**src/rtl/expr_ascii_tx_pkg.sv**
```systemverilog
// Shared definitions for the expression-to-ASCII transmitter: token codes,
// ASCII constants, FSM state encoding, FIFO geometry and the result timeout.
package expr_ascii_tx_pkg;

    // Token codes. 0-15 are operands; anything above TOK_SUB is illegal.
    localparam logic [4:0] TOK_LPAR = 5'd16;
    localparam logic [4:0] TOK_RPAR = 5'd17;
    localparam logic [4:0] TOK_MUL  = 5'd18;
    localparam logic [4:0] TOK_ADD  = 5'd19;
    localparam logic [4:0] TOK_SUB  = 5'd20;

    // ASCII characters sent to the calculator.
    localparam logic [7:0] ASCII_NUL  = 8'h00;
    localparam logic [7:0] ASCII_ZERO = 8'h30;
    localparam logic [7:0] ASCII_A    = 8'h61;
    localparam logic [7:0] ASCII_LPAR = 8'h28;
    localparam logic [7:0] ASCII_RPAR = 8'h29;
    localparam logic [7:0] ASCII_MUL  = 8'h2A;
    localparam logic [7:0] ASCII_ADD  = 8'h2B;
    localparam logic [7:0] ASCII_SUB  = 8'h2D;
    localparam logic [7:0] ASCII_EQ   = 8'h3D;

    // Token FIFO geometry.
    localparam int FIFO_DEPTH = 16;
    localparam int FIFO_AW    = 4;

    // Cycles spent in WAIT_RES before giving up on the calculator.
    localparam int TIMEOUT_LIMIT = 255;

    typedef enum logic [1:0] {
        ST_IDLE     = 2'd0,
        ST_SEND     = 2'd1,
        ST_SEND_EQ  = 2'd2,
        ST_WAIT_RES = 2'd3
    } state_t;

    // Map a legal token to its character; illegal codes never reach the FIFO.
    function automatic logic [7:0] tok_to_ascii(input logic [4:0] tok);
        logic [7:0] c;
        c = ASCII_NUL;
        if (tok < 5'd10) begin
            c = ASCII_ZERO + {3'b000, tok};
        end else if (tok < 5'd16) begin
            c = ASCII_A + {3'b000, tok} - 8'd10;
        end else begin
            case (tok)
                TOK_LPAR: c = ASCII_LPAR;
                TOK_RPAR: c = ASCII_RPAR;
                TOK_MUL:  c = ASCII_MUL;
                TOK_ADD:  c = ASCII_ADD;
                TOK_SUB:  c = ASCII_SUB;
                default:  c = ASCII_NUL;
            endcase
        end
        return c;
    endfunction

endpackage

```
**src/rtl/expr_tok_fifo.sv**
```systemverilog
// 16-deep, 5-bit token FIFO. Pointers wrap modulo the depth and a separate
// occupancy counter keeps full and empty unambiguous. Head is read
// combinationally so a pop and its character appear in the same cycle.
module expr_tok_fifo
    import expr_ascii_tx_pkg::*;
(
    input  logic             clk,
    input  logic             rst,
    input  logic             i_push,
    input  logic [4:0]       i_din,
    input  logic             i_pop,
    output logic [4:0]       o_dout,
    output logic [FIFO_AW:0] o_count
);

    localparam logic [FIFO_AW:0] FULL_COUNT = (FIFO_AW + 1)'(FIFO_DEPTH);

    logic [4:0]         r_mem [FIFO_DEPTH];
    logic [FIFO_AW-1:0] r_wr_ptr;
    logic [FIFO_AW-1:0] r_rd_ptr;
    logic [FIFO_AW:0]   r_count;
    logic               w_do_push;
    logic               w_do_pop;

    assign w_do_push = i_push && (r_count != FULL_COUNT);
    assign w_do_pop  = i_pop && (r_count != '0);
    assign o_dout    = r_mem[r_rd_ptr];
    assign o_count   = r_count;

    // Storage write; contents need no reset since occupancy gates every read.
    always_ff @(posedge clk) begin
        if (w_do_push) begin
            r_mem[r_wr_ptr] <= i_din;
        end
    end

    // Pointer and occupancy bookkeeping.
    always_ff @(posedge clk or posedge rst) begin
        if (rst) begin
            r_wr_ptr <= '0;
            r_rd_ptr <= '0;
            r_count  <= '0;
        end else begin
            if (w_do_push) r_wr_ptr <= r_wr_ptr + 1'b1;
            if (w_do_pop)  r_rd_ptr <= r_rd_ptr + 1'b1;
            case ({w_do_push, w_do_pop})
                2'b10:   r_count <= r_count + 1'b1;
                2'b01:   r_count <= r_count - 1'b1;
                default: r_count <= r_count;
            endcase
        end
    end

endmodule

```
**src/rtl/expr_ascii_tx.sv**
```systemverilog
// Queues expression tokens, then on start streams them as ASCII followed by
// '=' and waits (bounded) for the calculator's result.
module expr_ascii_tx
    import expr_ascii_tx_pkg::*;
(
    input  logic       clk,
    input  logic       rst,
    input  logic       tok_wr,
    input  logic [4:0] tok_in,
    input  logic       start,
    input  logic       calc_valid,
    input  logic [6:0] calc_result,
    output logic [7:0] ascii_out,
    output logic       ready,
    output logic [4:0] tok_count,
    output logic       busy,
    output logic       done,
    output logic [6:0] result,
    output logic       err
);

    state_t     r_state;
    state_t     w_state_next;
    logic [7:0] r_timeout;
    logic [7:0] w_timeout_next;
    logic [6:0] r_result;
    logic       r_done;
    logic       r_err;

    logic [4:0] w_fifo_head;
    logic [4:0] w_fifo_count;
    logic       w_pop;
    logic       w_push;
    logic       w_start_ok;
    logic       w_wr_ok;
    logic       w_tok_legal;
    logic       w_full;
    logic       w_wr_err;
    logic       w_capture;
    logic       w_timeout_hit;

    // Writes are only considered while idle, and a write coinciding with an
    // accepted start is dropped so the expression is frozen at start.
    assign w_start_ok  = start && (r_state == ST_IDLE) && (w_fifo_count != 5'd0);
    assign w_wr_ok     = tok_wr && (r_state == ST_IDLE) && !w_start_ok;
    assign w_tok_legal = (tok_in <= TOK_SUB);
    assign w_full      = (w_fifo_count == 5'(FIFO_DEPTH));
    assign w_push      = w_wr_ok && w_tok_legal && !w_full;
    assign w_wr_err    = w_wr_ok && (!w_tok_legal || w_full);

    expr_tok_fifo u_fifo (
        .clk     (clk),
        .rst     (rst),
        .i_push  (w_push),
        .i_din   (tok_in),
        .i_pop   (w_pop),
        .o_dout  (w_fifo_head),
        .o_count (w_fifo_count)
    );

    // Next-state, character output and timeout control.
    always_comb begin
        w_state_next   = r_state;
        w_timeout_next = r_timeout;
        w_pop          = 1'b0;
        ascii_out      = ASCII_NUL;
        ready          = 1'b0;
        w_capture      = 1'b0;
        w_timeout_hit  = 1'b0;
        case (r_state)
            ST_IDLE: begin
                w_timeout_next = '0;
                if (w_start_ok) w_state_next = ST_SEND;
            end
            ST_SEND: begin
                w_pop     = 1'b1;
                ready     = 1'b1;
                ascii_out = tok_to_ascii(w_fifo_head);
                if (w_fifo_count == 5'd1) w_state_next = ST_SEND_EQ;
            end
            ST_SEND_EQ: begin
                ready          = 1'b1;
                ascii_out      = ASCII_EQ;
                w_timeout_next = '0;
                w_state_next   = ST_WAIT_RES;
            end
            ST_WAIT_RES: begin
                if (calc_valid) begin
                    w_capture    = 1'b1;
                    w_state_next = ST_IDLE;
                end else if (r_timeout == 8'(TIMEOUT_LIMIT - 1)) begin
                    w_timeout_hit  = 1'b1;
                    w_timeout_next = '0;
                    w_state_next   = ST_IDLE;
                end else begin
                    w_timeout_next = r_timeout + 8'd1;
                end
            end
            default: w_state_next = ST_IDLE;
        endcase
    end

    // State and timeout registers.
    always_ff @(posedge clk or posedge rst) begin
        if (rst) begin
            r_state   <= ST_IDLE;
            r_timeout <= '0;
        end else begin
            r_state   <= w_state_next;
            r_timeout <= w_timeout_next;
        end
    end

    // Result capture, done pulse and sticky error flag.
    always_ff @(posedge clk or posedge rst) begin
        if (rst) begin
            r_result <= '0;
            r_done   <= 1'b0;
            r_err    <= 1'b0;
        end else begin
            r_done <= w_capture;
            if (w_capture) r_result <= calc_result;
            if (w_start_ok) begin
                r_err <= 1'b0;
            end else if (w_wr_err || w_timeout_hit) begin
                r_err <= 1'b1;
            end
        end
    end

    assign tok_count = w_fifo_count;
    assign busy      = (r_state != ST_IDLE);
    assign done      = r_done;
    assign result    = r_result;
    assign err       = r_err;

endmodule
```
**config.mk**
```make
export PLATFORM = sky130hd
export DESIGN_NAME = expr_ascii_tx
export DESIGN_NICKNAME = d
export VERILOG_FILES = /design/src/rtl/expr_ascii_tx_pkg.sv /design/src/rtl/expr_tok_fifo.sv /design/src/rtl/expr_ascii_tx.sv
export SDC_FILE = /design/constraint.sdc
export NUM_CORES = 1
export LEC_CHECK = 0
export ABC_AREA = 0
export CAP_MARGIN = 10
export CELL_PAD_IN_SITES_DETAIL_PLACEMENT = 1
export CELL_PAD_IN_SITES_GLOBAL_PLACEMENT = 2
export CORE_ASPECT_RATIO = 2
export CORE_MARGIN = 4
export CORE_UTILIZATION = 42
export DETAILED_ROUTE_END_ITERATION = 16
export PLACE_DENSITY_LB_ADDON = 0.1
export SLEW_MARGIN = 20
export SYNTH_ARGS = -nofsm -noshare
export SYNTH_HDL_FRONTEND = slang
export SYNTH_SLANG_ARGS = --single-unit
```
**constraint.sdc**
```tcl
create_clock -name clk -period 3.9 [get_ports clk]
set_input_delay 0.975 -clock clk [delete_from_list [all_inputs] [get_ports clk]]
set_output_delay 0.975 -clock clk [all_outputs]
set_load 0.02 [all_outputs]
```
==> results of run 1 <==
==> per-layer routing <==
layer	vias to the layer above	share of wire (%)	GRT usage (%)
met1	1784	33	19.81
met4	0	2.9	8.150
met2	48	62	39.72
met5	-	0	0
met3	19	2.3	3.114
li1	1606	-	-
==> cell type report <==
class                      count  area [um2]  share of cell area, %
sequential                   112        3204                  46.89
multi-input combinational    230        2145                  31.38
timing repair buffer         104       925.9                  13.55
clock buffer                   9       225.2                  3.295
tap                          147       183.9                  2.691
clock inverter                 7       86.33                  1.263
inverter                      17       63.81                 0.9337
==> cell usage after synthesis, types with 2 or more instances <==
cell type,count
a211oi_1,3
a21oi_1,7
a221oi_1,4
a221oi_2,5
a22o_1,3
a22oi_2,2
and2_1,3
and3_1,4
buf_1,2
buf_12,2
buf_2,2
buf_4,3
buf_6,2
clkbuf_1,2
dfrtp_1,32
edfxtp_1,80
ha_1,20
inv_1,17
mux2_2,8
mux2i_1,20
mux4_2,10
nand2_1,23
nand2b_1,4
nand3_1,5
nand4_1,5
nor2_1,26
nor2b_1,5
nor3_1,5
o2111ai_1,2
o21a_1,5
o21ai_0,12
o21ai_1,2
o31ai_1,2
o41ai_1,2
xnor2_1,8
xor2_1,7
==> cell families (layout without fill, tap and decap cells) <==
group	after synthesis	after routing
buffers and inverters	30	137
adder cells (fa/ha/maj)	20	20
XOR/XNOR	15	15
AND/OR/NAND/NOR	93	93
multiplexers	38	38
other	1	1
flip-flops	112	112
AO/OA/AOI/OAI	63	63
==> per-stage QoR <==
step	std cells	total power [mW]	hold slack, ns	utilization [%]
floorplan	372	3.210	0.4371	-
global placement	594	4.221	0.4540	50.26
detailed placement	594	4.284	0.4802	50.26
CTS	613	5.358	0.4921	53.60
global route	626	6.054	0.5213	55.71
finish	626	5.706	0.4886	55.71
==> final timing paths <==
check	start	endpoint	slack, ns
max in group asynchronous	rst	r_timeout[6]	2.07
worst min-delay path	r_timeout[7]	r_timeout[7]	0.49
worst max register to register	u_fifo.o_count[0]	u_fifo.r_mem[7][3]	0.54
worst min register to register	r_timeout[7]	r_timeout[7]	0.49
worst max-delay path	u_fifo.r_rd_ptr[0]	ascii_out[0]	0.007
min in group asynchronous	rst	result[5]	1.14
==> worst reg2reg max path, stage by stage, from the launching register on <==
cell	delay [ns]
dfrtp_1	0.46
inv_1	0.11
ha_1	0.20
or3b_2	0.46
o21ai_0	0.43
and3_1	0.24
nor2b_1	0.13
buf_4	0.18
nand2_1	0.18
nor2_1	0.61
==> flip-flops by register name, summed over array words and instances, names as in the netlist <==
| name | cells |
|---|---|
| r_timeout | 8 |
| u_fifo.r_wr_ptr | 4 |
| u_fifo.o_count | 5 |
| done | 1 |
| result | 7 |
| u_fifo.r_rd_ptr | 4 |
| u_fifo.r_mem | 80 |
| err | 1 |
| r_state | 2 |
==> timing repair <==
item,4_1_cts,5_1_grt
endpoints found under the setup margin,7,7
pin swaps,3,19
buffers inserted,3,13
gates cloned,0,0
resized for setup,45,38
==> power breakdown <==
group          leakage (nW)  internal [mW]  switching [mW]
Combinational          1.33           1.56            1.63
Sequential             1.12           1.42           0.163
Clock                 0.151          0.463           0.469
==> impl_metrics.env, run 1 <==
export IMPL_yosys_area_share_simple_pct=9.005
export IMPL_rows=57
export IMPL_portBuffers=39
export IMPL_fmax_ghz=0.2569
export IMPL_postCtsHoldBufs=0
export IMPL_placed_area_um2=6165
export IMPL_pin_count=41
export IMPL_crit_fanout=8
export IMPL_rsz0062_at_grt="yes"
export IMPL_grt_pass1_vias=3863
export IMPL_max_slew_margin_rel_pct=35.45
export IMPL_period_needed_ns=3.893
export IMPL_first_pass_iters=4
export IMPL_syn2layout_area_growth_pct=29.09
export IMPL_holdPathStages=1
export IMPL_synth_top_family_by_area="compound AO/OA/AOI/OAI gates"
export IMPL_dpl_hpwl_mm=10.83
export IMPL_overflow=0
export IMPL_postSynthAreaPerCell_um2=14.23
export IMPL_grt_max_degree=24
export IMPL_synthXorXnorAreaFrac_pct=2.482
export IMPL_critPathKind="flop to primary output"
export IMPL_synth_edff_count=80
export IMPL_drt_iter0_drc=196
export IMPL_async_flop_share_pct=28.57
export IMPL_clk_pin_slew_ns=0.08
export IMPL_clk_latency_ns=0.35
export IMPL_dp_slack_ns=-0.1849
export IMPL_finalNetCount=511
export IMPL_yosys_area_top_type="edfxtp_1"
export IMPL_diodes=0
export IMPL_hp_class="flop to flop"
export IMPL_die_x_um=87.39
export IMPL_cp_cell_sequence="buf_4 -> mux4_2 -> a22oi_2 -> nand2_2 -> buf_4 -> ha_2 -> buf_4 -> nor4_4 -> o221ai_2 -> buf_4"
export IMPL_synth_cells=372
export IMPL_cts_htree_levels=3
export IMPL_yosysSeqAreaShare_pct=60.51
export IMPL_fillCellCount=1218
export IMPL_hold_viol=0
export IMPL_vias=3457
export IMPL_die_area_um2=14570
export IMPL_cp_required_ns=2.92
export IMPL_drc=0
export IMPL_status="finished, final reports clean"
export IMPL_antenna_found_initial=0
export IMPL_synth_compound_area_share_pct=10.19
export IMPL_ys_warn_count=0
export IMPL_reg2reg_depth=9
export IMPL_syn_area_um2=5294
export IMPL_yosysUniqueCellTypes=64
export IMPL_ir_worst_vdd_v=0.0005650
export IMPL_avgRoutedWirePerCell_um=22.22
export IMPL_drt_total_wl_mm=13.91
export IMPL_ant_nets=0
export IMPL_drive_gt1_share_pct=33.19
export IMPL_cpMostUsedCell="buf_4"
export IMPL_worst_clock_skew_ns=0.01074
export IMPL_leakage_nw=2.604
export IMPL_synth_top_cell_area_share_pct=45.38
export IMPL_layout_commonest_cell="edfxtp_1"
export IMPL_clock_sinks=112
export IMPL_synthMuxAreaShare_pct=9.738
export IMPL_synth_nets=409
export IMPL_start_util_pct=43.16
export IMPL_worst_path_buf_inv=4
export IMPL_clockBufferDepth=2
export IMPL_max_stage_delay_ns=0.52
export IMPL_setup_tns_ns=0
export IMPL_synth_area_leaders="edfxtp_1 45%, dfrtp_1 15%, ha_1 4.7%, mux4_2 4.3%, mux2i_1 3.8%"
export IMPL_grtUsageTotal_pct=20.21
export IMPL_drv_slew=0
export IMPL_synthAdderAreaFrac_pct=4.727
export IMPL_arrival_ns=2.92
export IMPL_grt_pass1_wl_mm=21.68
export IMPL_cp_num_cells=10
export IMPL_final_cell_mix="80 x edfxtp_1, 60 x buf_4, 32 x clkdlybuf4s50_1"
export IMPL_powerDensity_nw_per_um2=834.9
export IMPL_viasPerCell=5.522
export IMPL_finalSetupViolCount=0
export IMPL_gp_congestion=0.8723
export IMPL_ys_flop_type="edfxtp_1"
export IMPL_fin_area_um2=6834
export IMPL_fin_crit_sh_pct=99.81
export IMPL_crit_slowest_cell="mux4_2"
export IMPL_cp_end_kind="primary output"
export IMPL_die_h_um=166.8
export IMPL_cts_buffers_inserted=9
export IMPL_critical_path_top_delay_family="buffers and inverters"
export IMPL_ys_ff_latch=112
export IMPL_worstMarginPinSlew_ns=0.9672
export IMPL_start_kind="flop"
export IMPL_cap_viol_max_count=0
export IMPL_setup_ws_ns=0.007356
export IMPL_cts_root_buf="clkbuf_16"
export IMPL_cts_tree="built"
export IMPL_core_um2=12270
Power figures use the tool's default switching activity.
==> run 2, diff against run 1 <==
Settings changed: ABC_AREA 0 to not set.
==> results of run 2 <==
No change in the layout: final DEF, timing and power equal those of run 1.
==> run 3, diff against run 2 <==
Settings changed: SLEW_MARGIN 20 to 0.
==> results of run 3 <==
No change in the layout: final DEF, timing and power equal those of run 1.
==> variant, RTL diff (settings of run 2) <==
Change the package constant `FIFO_DEPTH` from 16 to 32.
--- a/src/rtl/expr_ascii_tx_pkg.sv
+++ b/src/rtl/expr_ascii_tx_pkg.sv
@@ -21,7 +21,7 @@
     localparam logic [7:0] ASCII_EQ   = 8'h3D;
 
     // Token FIFO geometry.
-    localparam int FIFO_DEPTH = 16;
+    localparam int FIFO_DEPTH = 32;
     localparam int FIFO_AW    = 4;
 
     // Cycles spent in WAIT_RES before giving up on the calculator.
Formal check against the unedited RTL: not equivalent (a bounded check fails within 4 cycles, from zero or initial values and one cycle with rst high).
==> variant against run 2 <==
- the run now ends with negative setup slack left
- sequential cell count unchanged
- routed wire length is 2.2% lower
- area after synthesis down 2.3%
- maximum frequency decreased by 1.1%
- count of clock-buffer cells in the layout increased by 1
- worst setup slack lost 0.042 ns
- non-clock buffer count fell by 10
- design area is 4.1% lower
- register-to-register slack gained 0.80 ns
- highest routed layer unchanged
Power is not compared: it rests on default switching activity, and its combinational part moved more than twofold at a synthesized area within 25%.
==> variant: results (changes against run 2) <==
r2r_cells: 6  # -3
fillCellCount: 1268  # +4.1%
grt_pass1_wl_um: 21300  # -1.7%
worstHoldStart: "r_timeout[6]$_DFFE_PP0P_"
synth.distinct_cells: 47  # -27%
synth_compound_area_share_pct: 8.73  # -1.5 points
vias: 3423  # -0.98%
grt_use_met2_pct: 41.1  # +1.4 points
min_to: "r_timeout[6]$_DFFE_PP0P_"
drtIter0Drc: 123  # -37%
run_status: "finished with violations"
drt-met1-wl_um: 4480  # -2.8%
dr_wl_met2_um: 8280  # -3.6%
synth-seq-area-share_pct: 61.9  # +1.4 points
place_ws_ns: -0.230  # -0.0448 ns
synthTopCellsByArea: "edfxtp_1 46%, dfrtp_1 15%, ha_1 5.1%"
setup_viol: 1  # +1
finalClockSkew_ns: 0.0142  # +0.00347 ns
arrival_ns: 2.96  # +0.04 ns
synth_commonest_cells: "80 x edfxtp_1, 32 x dfrtp_1, 27 x nor2_1, 22 x nand2_1"
crit_family: "compound AO/OA/AOI/OAI gates"
failed_checks: "negative setup slack"
synth_xor_area_share_pct: 2.54  # +0.058 points
worst_slack_ns: -0.0348  # -0.0421 ns
syn_nets: 410  # +0.24%
placed_cell_area_mm2: 0.00606  # -1.7%
==> variant: cell count changes after synthesis, moves of 3 or more <==
cell | run 2 | this run
nand3_1 | 5 | 8
a31oi_1 | 0 | 3
a221oi_2 | 5 | 0
a22oi_1 | 1 | 4
a221oi_1 | 4 | 11
nor3_1 | 5 | 9
==> variant: worst max-delay path by stage <==
stage,startpoint,to,slack [ns],depth (start not counted)
floorplan,u_fifo.r_rd_ptr[0]$_DFFE_PP0P_,ascii_out[2],0.10,9
global placement,u_fifo.r_rd_ptr[0]$_DFFE_PP0P_,ascii_out[5],-0.19,12
detailed placement,u_fifo.r_rd_ptr[0]$_DFFE_PP0P_,ascii_out[5],-0.23,12
CTS,u_fifo.r_rd_ptr[0]$_DFFE_PP0P_,ascii_out[0],-0.06,10
global route,u_fifo.r_rd_ptr[0]$_DFFE_PP0P_,ascii_out[0],-0.13,10
finish,u_fifo.r_rd_ptr[0]$_DFFE_PP0P_,ascii_out[0],-0.03,10
==> variant: final cells by class <==
cell class	instances	area [µm²]	share of cell area (%)
timing repair buffer	94	831	12.7
clock buffer	10	229	3.49
tap	147	184	2.81
clock inverter	6	53.8	0.821
multi-input combinational	230	2000	30.5
inverter	15	56.3	0.859
sequential	112	3200	48.9
==> variant: power by group <==
part | total (mW) | leakage, nW | switching (mW) | internal, mW
clock | 0.866 | 0.135 | 0.422 | 0.444
combinational | 0.0462 | 1.17 | 0.0273 | 0.0189
sequential | 1.28 | 1.15 | 0.0000000000000000322 | 1.28
==> variant: timing repair <==
| action | CTS | global route |
|---|---|---|
| pin swaps | 7 | 17 |
| setup endpoints to repair | 7 | 6 |
| setup buffers | 2 | 2 |
| gates resized for setup | 50 | 33 |
| hold endpoints to repair | 0 | 0 |
